## src/rtl/lzc_pkg.sv

```systemverilog
// Constants and stage-1 payload type shared by the leading-zero counter and the
// normalizing shifter.
package lzc_pkg;

    localparam int unsigned DW  = 32;
    localparam int unsigned CW  = 5;
    localparam int unsigned NCW = 3;

    typedef struct packed {
        logic [DW-1:0] data;
        logic [1:0]    bits;
        logic          zero;
    } s1_payload_t;

endpackage

```

## src/rtl/nib_shift.sv

```systemverilog
// Combinational left shift by a whole number of nibbles (0..28 bits), zero-filled.
module nib_shift
    import lzc_pkg::*;
#(
    parameter int unsigned DW = lzc_pkg::DW
) (
    input  logic [DW-1:0]  data,
    input  logic [NCW-1:0] sel,
    output logic [DW-1:0]  shifted
);

    always_comb begin
        shifted = data << {sel, 2'b00};
    end

endmodule

```

## src/rtl/norm_shifter.sv

```systemverilog
// Two-stage normalizing left shifter: nibble shift in stage 1, bit shift in
// stage 2, with valid/ready handshaking on both sides.
module norm_shifter
    import lzc_pkg::*;
#(
    parameter int unsigned DW = lzc_pkg::DW,
    parameter int unsigned CW = lzc_pkg::CW
) (
    input  logic          i_clk,
    input  logic          i_rst,
    input  logic          i_valid,
    output logic          o_ready,
    input  logic [DW-1:0] i_data,
    input  logic [CW-1:0] i_nlz,
    input  logic          i_all_zero,
    output logic          o_valid,
    input  logic          i_ready,
    output logic [DW-1:0] o_data,
    output logic          o_zero,
    output logic          o_err
);

    logic          s1_valid;
    s1_payload_t   s1_q;
    logic          s2_valid;
    logic [DW-1:0] s2_data;
    logic          s2_zero;

    logic          s1_adv;
    logic          s2_adv;
    logic [DW-1:0] nib_out;

    nib_shift #(.DW(DW)) u_nib_shift (
        .data    (i_data),
        .sel     (i_nlz[CW-1:2]),
        .shifted (nib_out)
    );

    always_comb begin
        s2_adv  = !s2_valid || i_ready;
        s1_adv  = !s1_valid || s2_adv;
        o_ready = s1_adv;
    end

    // All-zero operands are forced to zero here so a bogus count cannot leak data.
    always_ff @(posedge i_clk) begin
        if (i_rst) begin
            s1_valid <= 1'b0;
            s1_q     <= '0;
        end else if (s1_adv) begin
            s1_valid     <= i_valid;
            s1_q.data    <= i_all_zero ? '0 : nib_out;
            s1_q.bits    <= i_nlz[1:0];
            s1_q.zero    <= i_all_zero;
        end
    end

    always_ff @(posedge i_clk) begin
        if (i_rst) begin
            s2_valid <= 1'b0;
            s2_data  <= '0;
            s2_zero  <= 1'b0;
        end else if (s2_adv) begin
            s2_valid <= s1_valid;
            s2_data  <= s1_q.data << s1_q.bits;
            s2_zero  <= s1_q.zero;
        end
    end

    always_comb begin
        o_valid = s2_valid;
        o_data  = s2_data;
        o_zero  = s2_zero;
        o_err   = s2_valid && !s2_zero && !s2_data[DW-1];
    end

endmodule
```

## config.mk

```make
export PLATFORM = sky130hd
export DESIGN_NAME = norm_shifter
export DESIGN_NICKNAME = d
export VERILOG_FILES = /design/src/rtl/lzc_pkg.sv /design/src/rtl/nib_shift.sv /design/src/rtl/norm_shifter.sv
export SDC_FILE = /design/constraint.sdc
export NUM_CORES = 1
export LEC_CHECK = 0
export CORE_ASPECT_RATIO = 0.75
export CORE_MARGIN = 4
export CORE_UTILIZATION = 30
export DETAILED_ROUTE_END_ITERATION = 10
export MAX_ROUTING_LAYER = met4
export SLEW_MARGIN = 20
export SYNTH_ARGS = -nofsm -noshare
export SYNTH_HDL_FRONTEND = slang
export SYNTH_SLANG_ARGS = --single-unit
```

## constraint.sdc

```tcl
create_clock -name i_clk -period 1.4 [get_ports i_clk]
set_input_delay 0.21 -clock i_clk [delete_from_list [all_inputs] [get_ports i_clk]]
set_output_delay 0.21 -clock i_clk [all_outputs]
set_load 0.05 [all_outputs]
```

Yosys cells after proc, flatten, opt, wreduce, memory -nomap -nowiden

Cells that the tools add are included.

Bits in registers: 70
Bits of input ports: 42
Output and inout bits: 36
Word-level logic and storage cells: 18

Shift-type cells: 2
Muxes and demuxes: 1
Reduce and logical (&&, ||, !) cells: 8

Operators with widths:

| kind                | number |
|---|---|
| $mux W32            | 1 |
| $shl A32 B2 Y32     | 1 |
| $shl A32 B5 Y32     | 1 |
| $logic_not A1 Y1    | 4 |
| $logic_and A1 B1 Y1 | 2 |
| $logic_or A1 B1 Y1  | 2 |

Logic depth before layout (Yosys ltp)

Word-level depth: 3
Mapped depth: 7
Depth with buffers taken out: 5

Cells and area by module

From an unflattened synthesis, not the netlist that was laid out.

Cell total of the unflattened synthesis: 438
Area total of the unflattened synthesis: 4149.0 um^2

By module, submodules not included:

| module       | instances | cells an instance | area an instance (um^2) | seq. area each (um^2) |
|---|---|---|---|---|
| norm_shifter | 1         | 315               | 3169.3                  | 1401.3 |
| nib_shift    | 1         | 123               | 979.7                   | 0.0 |

Least setup slack after synthesis

Ideal clock, no wire load.

Path type: register to output
From: reg s2_valid, in the netlist o_valid
To: out o_err
Arrival: 1.875 ns
Required time: 1.190 ns
Setup slack: -0.685 ns
Cell stages (with the launch flop): 2
Path buffers: 0
Path through: dfxtp_1 -> nor3b_1

Word-level cells in the longest chain between the ends: 2

Ends and longest elaborated chain:

| element                           | line               | source |
|---|---|---|
| start: declaration                | norm_shifter.sv:25 | `logic s2_valid;` |
| start signal: assignment          | norm_shifter.sv:64 | `s2_valid <= s1_valid;` |
| $logic_and A1 B1 Y1 (2 in series) | norm_shifter.sv:74 | `o_err = s2_valid && !s2_zero && !s2_data[DW-1];` |
| end: declaration                  | norm_shifter.sv:20 | `output logic o_err` |

Every way passes these cells.

Worst setup path in the final report

From: reg s2_valid, in the netlist o_valid
To: out o_ready

Word-level cells in the longest chain between the ends: 3

Ends and longest elaborated chain:

| element            | line               | source |
|---|---|---|
| $logic_not A1 Y1   | norm_shifter.sv:40 | `s2_adv = !s2_valid \|\| i_ready;` |
| $logic_or A1 B1 Y1 | norm_shifter.sv:40 |  |
| $logic_or A1 B1 Y1 | norm_shifter.sv:41 | `s1_adv = !s1_valid \|\| s2_adv;` |
| end: declaration   | norm_shifter.sv:12 | `output logic o_ready,` |

Every way passes these cells.

==> impl_metrics.xml <==
<?xml version="1.0" encoding="UTF-8"?>
<metrics>
  <group name="status">
    <metric name="run_status" unit="">finished with violations</metric>
    <metric name="failing_checks" unit="">negative setup slack</metric>
  </group>
  <group name="floorplanning">
    <metric name="floorplan.initialDensity" unit="">0.313</metric>
    <metric name="die_w" unit="microns">136</metric>
    <metric name="fp.coreArea" unit="sq mm">0.0118</metric>
    <metric name="fp.dieArea" unit="sq mm">0.0142</metric>
    <metric name="floorplan.rows" unit="">34</metric>
    <metric name="num_ports" unit="">78</metric>
    <metric name="die_y" unit="microns">104</metric>
  </group>
  <group name="yosys">
    <metric name="synth_largest_type_area_fraction" unit="">0.378</metric>
    <metric name="yosysWarningCount" unit="">0</metric>
    <metric name="synth-edff-count" unit="">0</metric>
    <metric name="synth_nets" unit="">479</metric>
    <metric name="yosys.area.top_type" unit="">sky130_fd_sc_hd__dfxtp_1</metric>
    <metric name="share_of_flip_flops_with_an_asynchronous_set_or_reset" unit="">0</metric>
    <metric name="share_of_the_yosys_chip_area_belonging_to_registers" unit="">0.378</metric>
    <metric name="post-synth-top-count-cell" unit="">sky130_fd_sc_hd__nand2_1</metric>
    <metric name="postSynthRegisterBits" unit="">70</metric>
    <metric name="yosys-top-cells-area" unit="">sky130_fd_sc_hd__dfxtp_1 (38%), sky130_fd_sc_hd__nand2_1 (12%), sky130_fd_sc_hd__mux2i_1 (12%)</metric>
    <metric name="synth.distinct_cells" unit="">34</metric>
    <metric name="syn_area_cell" unit="sq um">8.48</metric>
    <metric name="mappedNetlistArea" unit="sq mm">0.00371</metric>
    <metric name="most_common_library_cells_after_synthesis" unit="">sky130_fd_sc_hd__nand2_1 (122), sky130_fd_sc_hd__dfxtp_1 (70), sky130_fd_sc_hd__mux2i_1 (44)</metric>
    <metric name="syn_inst" unit="">437</metric>
    <metric name="synth_top_flop_cell" unit="">sky130_fd_sc_hd__dfxtp_1</metric>
  </group>
  <group name="timing">
    <metric name="final.setup.tns" unit="ps">-283</metric>
    <metric name="finalHoldViolCount" unit="">0</metric>
    <metric name="clock-skew-final" unit="ps">7.00</metric>
    <metric name="setup-violations-final" unit="">19</metric>
    <metric name="smallest_hold_slack" unit="ps">335</metric>
    <metric name="worstMarginPinSlew" unit="ps">484</metric>
    <metric name="relSlewSlack" unit="">0.677</metric>
    <metric name="grt_setup_unrepaired" unit="">yes</metric>
    <metric name="worst_slack" unit="ps">-63.9</metric>
    <metric name="final-max-slew-violation-count" unit="">0</metric>
    <metric name="timing.final.crit_share" unit="">1.05</metric>
    <metric name="final.min_clock_period" unit="ps">1460</metric>
    <metric name="fmax" unit="GHz">0.683</metric>
  </group>
  <group name="global_route">
    <metric name="overflow" unit="">0</metric>
    <metric name="antenna_found_initial" unit="">0</metric>
    <metric name="grt_pass1_wl" unit="microns">18000</metric>
    <metric name="grt_max_degree" unit="">39</metric>
    <metric name="grt.total_usage" unit="">0.163</metric>
    <metric name="number_of_global_route_vias_before_repair" unit="">3496</metric>
  </group>
  <group name="flow_run">
    <metric name="maxCapViolCount" unit="">0</metric>
  </group>
  <group name="clock_tree">
    <metric name="cts-buffers-inserted" unit="">9</metric>
    <metric name="htree_levels" unit="">3</metric>
    <metric name="clk_latency_worst_skew_pair" unit="ps">330</metric>
    <metric name="path_clk_slew" unit="ps">50</metric>
    <metric name="cts.path.max_buffers" unit="">2</metric>
    <metric name="clock_tree_from_tritoncts" unit="">yes</metric>
    <metric name="clock_tree.root_cell" unit="">sky130_fd_sc_hd__clkbuf_16</metric>
    <metric name="clock_sinks" unit="">70</metric>
  </group>
  <group name="setup_path">
    <metric name="critPathTopFamily" unit="">buffers and inverters</metric>
    <metric name="critical_path.slowest_cell" unit="">sky130_fd_sc_hd__dfxtp_4</metric>
    <metric name="cp-start-kind" unit="">flop</metric>
    <metric name="critical-path-max-stage-delay" unit="ps">340</metric>
    <metric name="cp_cell_sequence" unit="">and3b_2 -&gt; buf_6 -&gt; clkinvlp_4 -&gt; buf_8</metric>
    <metric name="timing.setup.critical_path_class" unit="">flop to primary output</metric>
    <metric name="cp_max_fo" unit="">3</metric>
    <metric name="critPathCaptureType" unit="">primary output</metric>
    <metric name="worstPathBufferInverterCount" unit="">3</metric>
    <metric name="cp_data_arrival_time" unit="ps">1250</metric>
    <metric name="cp_data_required_time" unit="ps">1190</metric>
  </group>
  <group name="route">
    <metric name="final_ant_viol_nets" unit="">0</metric>
    <metric name="drt_first_iter_violations" unit="">198</metric>
    <metric name="detail_route.wl_per_cell" unit="microns">15.7</metric>
    <metric name="via_per_inst" unit="">5.00</metric>
    <metric name="detail_route.wirelength" unit="microns">11100</metric>
    <metric name="num_vias" unit="">3532</metric>
    <metric name="drc_viols" unit="">0</metric>
    <metric name="dr.pass1.iters" unit="">5</metric>
  </group>
  <group name="cells_and_area">
    <metric name="fillers" unit="">1106</metric>
    <metric name="layout_stage_area_growth_over_the_synthesis_result" unit="%">57.8</metric>
    <metric name="num-nets-final" unit="">583</metric>
    <metric name="post_route_cells_drive_above_1_share" unit="">0.290</metric>
    <metric name="diode_count" unit="">0</metric>
  </group>
  <group name="placement">
    <metric name="buffer_ports.inserted" unit="">77</metric>
    <metric name="place_hpwl" unit="microns">8400</metric>
    <metric name="gpl.final_weighted_congestion" unit="">0.918</metric>
  </group>
  <group name="pwr">
    <metric name="vdd_ir_drop_max" unit="uV">689</metric>
    <metric name="design_power_total" unit="W">0.00565</metric>
    <metric name="power.static_leakage" unit="nW">2.37</metric>
    <metric name="power.density" unit="mW/mm^2">966</metric>
  </group>
  <group name="hold_path">
    <metric name="hp-class" unit="">input pin to flop</metric>
  </group>
</metrics>
## timing repair
item	CTS	global route
pin swaps	16	10
gates cloned	1	1
hold buffers	0	0
setup endpoints to repair	45	55
buffers inserted	5	4
resized for setup	24	24
## power breakdown
part	internal, W	switching [W]	total (W)
registers	0.00209	0.000104	0.00219
clock network	0.00138	0.000774	0.00216
logic	0.000657	0.000640	0.00130
total	0.00413	0.00152	0.00565
## state kept, by name, summed over array words and instances, names as in the netlist
name      count
s1_q         35
o_zero        1
o_data       32
s1_valid      1
o_valid       1
## area by class of cell
class / instances / area, sq um / area share
sequential: 70 / 1410 / 0.241
tap: 162 / 203 / 0.0347
multi-input combinational: 328 / 2280 / 0.389
clock buffer: 15 / 288 / 0.0492
timing repair buffer: 130 / 1660 / 0.284
inverter: 2 / 11.3 / 0.00193
## logic make-up (layout without fill, tap and decap cells)
group,count (synthesis),count (layout),share of synthesized area
AND/OR/NAND/NOR,187,187,0.219
multiplexers,59,59,0.201
AO/OA/AOI/OAI,82,82,0.149
buffers and inverters,39,147,0.0530
flip-flops,70,70,0.378
## final timing paths
kind / from / endpoint / slack, ps / cells after the start
setup / recovery: o_valid / o_ready / -60 / 4
hold / removal: i_rst / s1_q[13] / 330 / 3
setup reg to reg: o_valid / s1_q[27] / -30 / 7
hold reg to reg: s1_valid / o_valid / 460 / 2
## worst register-to-register path, stage by stage (launching register included)
cell	delay, ps
sky130_fd_sc_hd__dfxtp_4	340
sky130_fd_sc_hd__and3b_2	210
sky130_fd_sc_hd__buf_6	140
sky130_fd_sc_hd__nor4b_4	220
sky130_fd_sc_hd__buf_6	170
sky130_fd_sc_hd__buf_12	140
sky130_fd_sc_hd__a22oi_2	80
sky130_fd_sc_hd__nand2_1	70
## stage by stage
stage / std cells / area (sq um) / util / setup slack [ps]
floorplan: 437 / 3730 / - / -212
finish: 707 / 5850 / 0.495 / -63.9
detailed placement: 681 / 5240 / 0.443 / -510
global route: 707 / 5850 / 0.495 / -118
global placement: 681 / 5240 / 0.443 / -488
CTS: 702 / 5690 / 0.481 / -60.6
## cell usage in the layout (no fill, tap or decap), types with 2 or more instances in the layout
cell,count
sky130_fd_sc_hd__dfxtp_2,2
sky130_fd_sc_hd__buf_4,38
sky130_fd_sc_hd__a32oi_1,3
sky130_fd_sc_hd__a22oi_2,15
sky130_fd_sc_hd__buf_2,2
sky130_fd_sc_hd__nand3_1,26
sky130_fd_sc_hd__buf_6,6
sky130_fd_sc_hd__clkbuf_16,10
sky130_fd_sc_hd__mux2_2,3
sky130_fd_sc_hd__o211ai_1,6
sky130_fd_sc_hd__a21oi_1,35
sky130_fd_sc_hd__clkbuf_8,4
sky130_fd_sc_hd__nand3_2,2
sky130_fd_sc_hd__nand2_1,122
sky130_fd_sc_hd__clkbuf_1,2
sky130_fd_sc_hd__clkdlybuf4s50_1,37
sky130_fd_sc_hd__buf_12,42
sky130_fd_sc_hd__mux4_2,12
sky130_fd_sc_hd__a211o_1,4
sky130_fd_sc_hd__dfxtp_1,67
sky130_fd_sc_hd__a22o_1,8
sky130_fd_sc_hd__a22oi_1,5
sky130_fd_sc_hd__o2bb2ai_1,4
sky130_fd_sc_hd__nor2_1,20
sky130_fd_sc_hd__mux2i_1,36
sky130_fd_sc_hd__nor2b_1,5
sky130_fd_sc_hd__mux2i_2,7
## layer usage
metal  track usage  vias up  routed length, microns
li1              -     1760                       -
met3        0.0406        8                     578
met2         0.264       85                    5370
met1         0.206     1679                    5020
met5             -        -                       0
met4        0.0374        0                      99
No activity file was read; power rests on OpenSTA's default activity.
